<file path="config.mk">
export PLATFORM = sky130hd
export DESIGN_NAME = weight_fifo_ctrl_flat
export DESIGN_NICKNAME = d
export VERILOG_FILES = /design/src/rtl/weight_fifo_ctrl_if.sv /design/src/rtl/weight_fifo_ctrl.sv /design/src/flat_wrapper.sv
export SDC_FILE = /design/constraint.sdc
export NUM_CORES = 1
export LEC_CHECK = 0
export ABC_AREA = 1
export CAP_MARGIN = 20
export CORE_MARGIN = 2
export CORE_UTILIZATION = 41
export DETAILED_ROUTE_END_ITERATION = 6
export GPL_ROUTABILITY_DRIVEN = 0
export PLACE_DENSITY = 0.72
export SLEW_MARGIN = 10
export SYNTH_ARGS = -nofsm -noshare
export SYNTH_HDL_FRONTEND = slang
export SYNTH_SLANG_ARGS = --single-unit
export TNS_END_PERCENT = 100
</file>
<file path="constraint.sdc">
create_clock -name clk -period 1.3 [get_ports clk]
set_clock_uncertainty 0.05 [all_clocks]
set_input_delay 0.26 -clock clk [delete_from_list [all_inputs] [get_ports clk]]
set_output_delay 0.26 -clock clk [all_outputs]
set_load 0.01 [all_outputs]
</file>
<file path="src/rtl/weight_fifo_ctrl_if.sv">
// Purpose: handshake/bus bundle between the weight-path sequencer and its environment.
// Latency: none (wires only).
// Backpressure: arrayReady from the array side stalls the drain phase.
interface weight_fifo_ctrl_if #(
  parameter int ADDR_WIDTH = 8
);
  logic                  start;
  logic                  clear;
  logic [ADDR_WIDTH-1:0] baseAddr;
  logic                  arrayReady;
  logic [ADDR_WIDTH-1:0] memAddr;
  logic                  memRd;
  logic                  fifoEn;
  logic                  weightShift;
  logic                  busy;
  logic                  done;

  // Requester / environment side
  modport master (
    output start, clear, baseAddr, arrayReady,
    input  memAddr, memRd, fifoEn, weightShift, busy, done
  );

  // Sequencer side
  modport slave (
    input  start, clear, baseAddr, arrayReady,
    output memAddr, memRd, fifoEn, weightShift, busy, done
  );
endinterface

</file>
<file path="src/rtl/weight_fifo_ctrl.sv">
// Purpose: loads FIFO_STAGES weight rows from memory into the weight FIFO, then drains them into the array.
// Latency: fill+flush fixed at FIFO_STAGES+1 cycles; drain FIFO_STAGES accepted shifts; done one cycle later.
// Backpressure: arrayReady=0 stalls the drain (no shift) indefinitely; fill ignores arrayReady.
module weight_fifo_ctrl #(
  parameter int FIFO_STAGES = 4,
  parameter int ADDR_WIDTH  = 8,
  parameter int CNT_WIDTH   = $clog2(FIFO_STAGES + 1)
) (
  input logic               clk,
  input logic               reset,
  weight_fifo_ctrl_if.slave bus
);

  typedef enum logic [2:0] {
    IDLE,
    FILL,
    FLUSH,
    DRAIN,
    DONE
  } state_t;

  localparam logic [CNT_WIDTH-1:0] LAST = CNT_WIDTH'(FIFO_STAGES - 1);

  state_t                state_q, state_d;
  logic [CNT_WIDTH-1:0]  cnt_q,   cnt_d;
  logic [ADDR_WIDTH-1:0] addr_q,  addr_d;
  logic                  rd_q,    rd_d;
  logic                  fen_q,   fen_d;
  logic                  busy_q,  busy_d;
  logic                  done_q,  done_d;
  logic                  shift_now;

  // Next-state and registered-output decode; clear overrides every transition
  always_comb begin
    state_d = state_q;
    cnt_d   = cnt_q;
    addr_d  = '0;
    rd_d    = 1'b0;
    fen_d   = 1'b0;
    busy_d  = busy_q;
    done_d  = 1'b0;
    if (bus.clear) begin
      state_d = IDLE;
      cnt_d   = '0;
      busy_d  = 1'b0;
    end else begin
      case (state_q)
        // DONE behaves like IDLE so a start in the done cycle chains loads
        IDLE, DONE: begin
          busy_d = 1'b0;
          if (bus.start) begin
            state_d = FILL;
            cnt_d   = '0;
            addr_d  = bus.baseAddr;
            rd_d    = 1'b1;
            busy_d  = 1'b1;
          end
        end
        // Every FILL cycle issues a read, so the row it returns is shifted in next cycle
        FILL: begin
          fen_d = 1'b1;
          if (cnt_q == LAST) begin
            state_d = FLUSH;
            cnt_d   = '0;
          end else begin
            cnt_d  = cnt_q + 1'b1;
            addr_d = addr_q + 1'b1;
            rd_d   = 1'b1;
          end
        end
        FLUSH: begin
          state_d = DRAIN;
          cnt_d   = '0;
        end
        DRAIN: begin
          if (bus.arrayReady) begin
            if (cnt_q == LAST) begin
              state_d = DONE;
              cnt_d   = '0;
              busy_d  = 1'b0;
              done_d  = 1'b1;
            end else begin
              cnt_d = cnt_q + 1'b1;
            end
          end
        end
        default: begin
          state_d = IDLE;
          busy_d  = 1'b0;
        end
      endcase
    end
  end

  // State and registered outputs; async reset forces IDLE with all outputs low
  always_ff @(posedge clk or negedge reset) begin
    if (!reset) begin
      state_q <= IDLE;
      cnt_q   <= '0;
      addr_q  <= '0;
      rd_q    <= 1'b0;
      fen_q   <= 1'b0;
      busy_q  <= 1'b0;
      done_q  <= 1'b0;
    end else begin
      state_q <= state_d;
      cnt_q   <= cnt_d;
      addr_q  <= addr_d;
      rd_q    <= rd_d;
      fen_q   <= fen_d;
      busy_q  <= busy_d;
      done_q  <= done_d;
    end
  end

  // Drain shifts follow arrayReady combinationally; the only unregistered output path
  assign shift_now       = (state_q == DRAIN) && bus.arrayReady;
  assign bus.weightShift = shift_now;
  assign bus.fifoEn      = fen_q | shift_now;
  assign bus.memAddr     = addr_q;
  assign bus.memRd       = rd_q;
  assign bus.busy        = busy_q;
  assign bus.done        = done_q;

endmodule
</file>
<file path="src/flat_wrapper.sv">
// flat-port wrapper written by rule: the top's interface ports become plain ports
module weight_fifo_ctrl_flat 
#(
  parameter int FIFO_STAGES = 4,
  parameter int ADDR_WIDTH  = 8,
  parameter int CNT_WIDTH   = $clog2(FIFO_STAGES + 1)
)
  (clk, reset, bus_start, bus_clear, bus_baseAddr, bus_arrayReady, bus_memAddr, bus_memRd, bus_fifoEn, bus_weightShift, bus_busy, bus_done);
  weight_fifo_ctrl_if #(.ADDR_WIDTH(ADDR_WIDTH)) bus_i ();
  input logic clk;
  input logic reset;
  input wire logic [$bits(bus_i.start)-1:0] bus_start;
  input wire logic [$bits(bus_i.clear)-1:0] bus_clear;
  input wire logic [$bits(bus_i.baseAddr)-1:0] bus_baseAddr;
  input wire logic [$bits(bus_i.arrayReady)-1:0] bus_arrayReady;
  output wire logic [$bits(bus_i.memAddr)-1:0] bus_memAddr;
  output wire logic [$bits(bus_i.memRd)-1:0] bus_memRd;
  output wire logic [$bits(bus_i.fifoEn)-1:0] bus_fifoEn;
  output wire logic [$bits(bus_i.weightShift)-1:0] bus_weightShift;
  output wire logic [$bits(bus_i.busy)-1:0] bus_busy;
  output wire logic [$bits(bus_i.done)-1:0] bus_done;
  assign bus_i.start = bus_start;
  assign bus_i.clear = bus_clear;
  assign bus_i.baseAddr = bus_baseAddr;
  assign bus_i.arrayReady = bus_arrayReady;
  assign bus_memAddr = bus_i.memAddr;
  assign bus_memRd = bus_i.memRd;
  assign bus_fifoEn = bus_i.fifoEn;
  assign bus_weightShift = bus_i.weightShift;
  assign bus_busy = bus_i.busy;
  assign bus_done = bus_i.done;
  weight_fifo_ctrl #(.FIFO_STAGES(FIFO_STAGES), .ADDR_WIDTH(ADDR_WIDTH), .CNT_WIDTH(CNT_WIDTH)) u_core (.clk(clk), .reset(reset), .bus(bus_i));
endmodule
</file>
Word-level counts from Yosys, hierarchy flattened
Cells that the tools add are included.
- input bits: 13
- flip-flop bits (word level): 18
- word-level logic and storage cells: 57
- output and inout bits: 13
- muxes and demuxes: 29
- bitwise gates (word level): 1
- reductions and logical operators: 8
- add/sub/neg operators: 2
- equality and inequality tests: 10
- operators with widths (operator ; number):
    $mux W3 ; 9
    $mux W8 ; 3
    $pmux W3 S4 ; 2
    $pmux W8 S2 ; 1
    $mux W1 ; 12
    $eq A3 B2 Y1 const B ; 3
    $add A8 B1 Y8 const B ; 1
    $ne A3 B2 Y1 const B ; 2
    $ne A3 B3 Y1 const B ; 2
    $reduce_and A3 Y1 ; 2
    $reduce_bool A5 Y1 ; 1
    $reduce_and A4 Y1 ; 1
    $reduce_or A2 Y1 ; 2
    $add A3 B1 Y3 const B ; 1
    $eq A3 B1 Y1 const B ; 1
    $eq A3 B3 Y1 const B ; 1
    $logic_not A3 Y1 ; 1
    $pmux W1 S3 ; 1
    $ne A2 B1 Y1 const B ; 1
    $pmux W1 S2 ; 1
    $logic_and A1 B1 Y1 ; 1
    $or A1 B1 Y1 ; 1

Longest topological paths before layout
- word-level depth: 5
- mapped depth: 8
- depth with buffers taken out: 8

Worst setup path before layout
Ideal clock, no wire load.
- kind: register -> output
- start: register u_core.state_q[2]
- end: output bus_fifoEn
- required time: 990 ps
- cell stages (with the launch flop): 5
- arrival: 1062 ps
- path buffers: 0
- path slack: -72 ps
- path through: dfrtp_1 -> inv_1 -> nand2_1 -> nor3_1 -> or2_2
- word-level cells in the longest chain between the ends: 3
- ends and longest elaborated chain (what ; line ; RTL):
    start, declared ; weight_fifo_ctrl.sv:24 ; state_t state_q, state_d;
    start signal, assigned ; weight_fifo_ctrl.sv:106 ; state_q <= state_d;
    $eq A3 B2 Y1 ; weight_fifo_ctrl.sv:117 ; assign shift_now = (state_q == DRAIN) && bus.arrayReady;
    $logic_and A1 B1 Y1 ; weight_fifo_ctrl.sv:117 ;
    net bus_weightShift ; flat_wrapper.sv:19 ; output wire logic [$bits(bus_i.weightShift)-1:0] bus_weightShift;
    $or A1 B1 Y1 ; weight_fifo_ctrl.sv:119 ; assign bus.fifoEn = fen_q | shift_now;
    end, declared ; flat_wrapper.sv:18 ; output wire logic [$bits(bus_i.fifoEn)-1:0] bus_fifoEn;
The timed path passes the listed nets, and every way through them passes these cells.

Final worst setup path
- start: register u_core.state_q[2]
- end: output bus_fifoEn
- word-level cells in the longest chain between the ends: 3
- ends and longest elaborated chain (what ; line):
    $eq A3 B2 Y1 ; weight_fifo_ctrl.sv:117
    $logic_and A1 B1 Y1 ; weight_fifo_ctrl.sv:117
    $or A1 B1 Y1 ; weight_fifo_ctrl.sv:119
No other way between the ends.

==> impl_metrics.py <==
metrics = {
    "outcome": {
        "outcome": "finished with violations",
        "failed_checks": "setup timing",
    },
    "route": {
        "routedWlPerCell_um": 15.18,
        "top_layer": "met4",
        "wl_met3_um": 122,
        "dr_total_vias": 1153,
        "drc_errors": 0,
        "first_pass_iters": 4,
        "drt_iter0_markers": 20,
        "met1_length_um": 1319,
        "dr_wl_met2_um": 1812,
        "postRouteAntennaNets": 0,
        "via_per_inst": 5.289,
        "routed_wl_um": 3309,
    },
    "sta": {
        "hold_viol": 0,
        "postLayoutSetupSlackWorst_ns": -0.2142,
        "rsz0062_at_grt": "true",
        "maxSlewViolCount": 0,
        "fin_crit_ns": 1.514,
        "tightestPinTransition_ns": 0.3245,
        "finalSetupViolations": 17,
        "max_freq_mhz": 660.4,
        "fin_crit_sh": 1.165,
        "relSlewSlack": 0.7822,
    },
    "clocking": {
        "cts_buffers": 3,
        "cts.path.max_buffers": 2,
        "cts.hold.buffers_added": 0,
        "clk-insertion-delay-late_ns": 0.29,
        "clock-sinks": 18,
        "htree_levels": 1,
        "cts_tree": "yes",
        "clk_pin_slew_ns": 0.09,
        "cts.root.buffer_cell": "clkbuf_4",
    },
    "pwr": {
        "power_density_mw_per_mm2": 1528,
        "worst_ir_drop_vdd_uv": 1163,
        "power.total_mw": 2.682,
        "p_leak_nw": 0.8400,
    },
    "worst_hold_path": {
        "hold_path_class": "in -> async",
    },
    "place": {
        "numPlacedInstances": 204,
        "place_area_sq_mm": 0.001418,
        "dp_hpwl_um": 1830,
        "port_buffers": 25,
    },
    "floorplanning": {
        "pin_count": 26,
        "die_area_sq_mm": 0.002859,
        "fp-row-count": 17,
        "start_util": 0.4451,
        "core_area_sq_mm": 0.002255,
        "die_w_um": 53.47,
        "die_h_um": 53.47,
    },
    "logic_synthesis": {
        "synth_edf_count": 0,
        "yosys.area.top_type": "dfrtp_1",
        "async_flop_share": 1.000,
        "yosysWarnings": 0,
        "syn-cell-area_sq_mm": 0.001003,
        "synth_cell_types": 21,
        "synth_common_cells": "nand2_1, dfrtp_1, nor2_1",
        "ys_ff_latch": 18,
        "synth.area.top_cells": "dfrtp_1, nand2_1, nand3_1",
        "synth_flop_cell": "dfrtp_1",
        "synth_nets": 150,
        "ys_seq_area_frac": 0.4489,
        "yosysMostFrequentCell": "nand2_1",
        "avgSynthCellArea_sq_um": 7.433,
        "synthCells": 135,
        "synth_top_area_frac": 0.4489,
    },
    "worst_setup_path": {
        "critPathArrivalTime_ns": 1.20,
        "critPathKind": "reg -> out",
        "start_kind": "register",
        "slowest_stage": "dfrtp_1",
        "path_max_fanout": 2,
        "cpPeakStageDelay_ns": 0.40,
        "critPathTopFamily": "flip-flops",
        "setup.worst_path.end_class": "output pin",
        "worst-path-buf-inv": 2,
        "path_cells": "inv_2, nand2_2, nor3_2, or2_4, buf_6",
        "cp.required_ns": 0.99,
    },
    "global_route": {
        "grt_pass1_vias": 1084,
        "grt_max_degree": 19,
        "antenna_found_initial": 0,
        "grt_use_total": 0.2180,
        "overflow": 0,
        "grt_first_pass_wirelength_um": 4436,
    },
    "final_layout": {
        "final_nets": 207,
        "fin_area_sq_mm": 0.001755,
        "final_cells": 218,
        "diodes": 0,
        "drive_above_1_share": 0.4842,
        "syn_to_final_growth_pct": 74.94,
    },
    "run": {
        "drv_cap": 0,
    },
}
==> placed cells by master (no fill, tap or decap), drive strengths merged <==
master          n
clkbuf          4
inv            16
clkdlybuf4s50  11
dlygate4sd2     3
o211ai          1
nor2           22
dfrtp          18
a22oi           3
nor3            4
o21ai           2
clkdlybuf4s15   8
ha              2
or2             1
a21oi           6
nand2          43
buf            29
nand3          14
o21bai          2
nand3b          1
==> layout make-up <==
cell class                      count  area [sq um]
Inverter                           16         65.06
Sequential cell                    18         450.4
Tap cell                           28         35.03
Fill cell                         169         499.2
Clock buffer                        3         22.52
Timing Repair Buffer               52         455.4
Multi-Input combinational cell    101         726.9
==> flip-flops by register name, summed over array words and instances, names as in the netlist <==
signal,flops
u_core.state_q,3
u_core.bus.busy,1
u_core.cnt_q,3
u_core.fen_q,1
u_core.bus.memRd,1
u_core.bus.done,1
u_core.bus.memAddr,8
==> per-stage QoR <==
step                      TNS [ns]  setup WS (ns)  hold slack (ns)    util
after floorplan                  0        0.04228         -0.08559       -
after global placement      -2.646        -0.6226           0.4200  0.6287
after detailed placement    -2.850        -0.6269           0.4319  0.6287
after CTS                  -0.3042        -0.2104           0.2513  0.6781
final                       -1.069        -0.2142           0.2466  0.7786
after global routing        -2.289        -0.3096           0.2445  0.7786
==> path summary, 6_finish.rpt <==
kind | from | endpoint | slack (ns) | cells after the start
setup / recovery | u_core.state_q[2] | bus_fifoEn | -0.21 | 5
hold / removal | reset | u_core.bus.memAddr[0] | 0.25 | 2
setup reg to reg | u_core.cnt_q[1] | u_core.state_q[0] | -0.09 | 9
hold reg to reg | u_core.bus.busy | u_core.bus.busy | 0.44 | 2
max in group asynchronous | reset | u_core.bus.done | 0.76 | 2
min in group clk | u_core.bus.busy | u_core.bus.busy | 0.44 | 2
==> routing by layer <==
metal	global-route usage	up-vias
li1	-	543
met1	0.2291	567
met2	0.4218	34
met3	0.03672	9
met4	0.08120	0
met5	0	-
==> worst reg2reg max path: cells and delay by family (launching register included) <==
family / cells / cell delay [ns]
and+or+nand+nor: 4 / 0.45
DFF: 1 / 0.36
buffers and inverters: 4 / 0.26
adders and majority gates: 1 / 0.18
==> kinds of logic (layout without fill, tap and decap cells) <==
family	count (synthesis)	count (layout)	share of synthesized area
AO/OA/AOI/OAI	14	14	0.08852
AND/OR/NAND/NOR	84	85	0.3741
adder cells (fa/ha/maj)	2	2	0.02493
flip-flops	18	18	0.4489
buffers and inverters	17	71	0.06359
==> power by group <==
part | leakage, nW | switching (mW) | internal, mW
sequential | 0.243 | 0.0769 | 0.683
combinational | 0.583 | 0.929 | 0.730
clock | 0.0138 | 0.156 | 0.108
==> repair_timing <==
item                                    4_1_cts  5_1_grt
cloned                                        1        0
setup buffers                                 8        6
resized for setup                            38       59
hold endpoints to repair                      0        0
pin swaps                                    11       22
endpoints found under the setup margin       21       28
(Power assumes the default switching activity.)
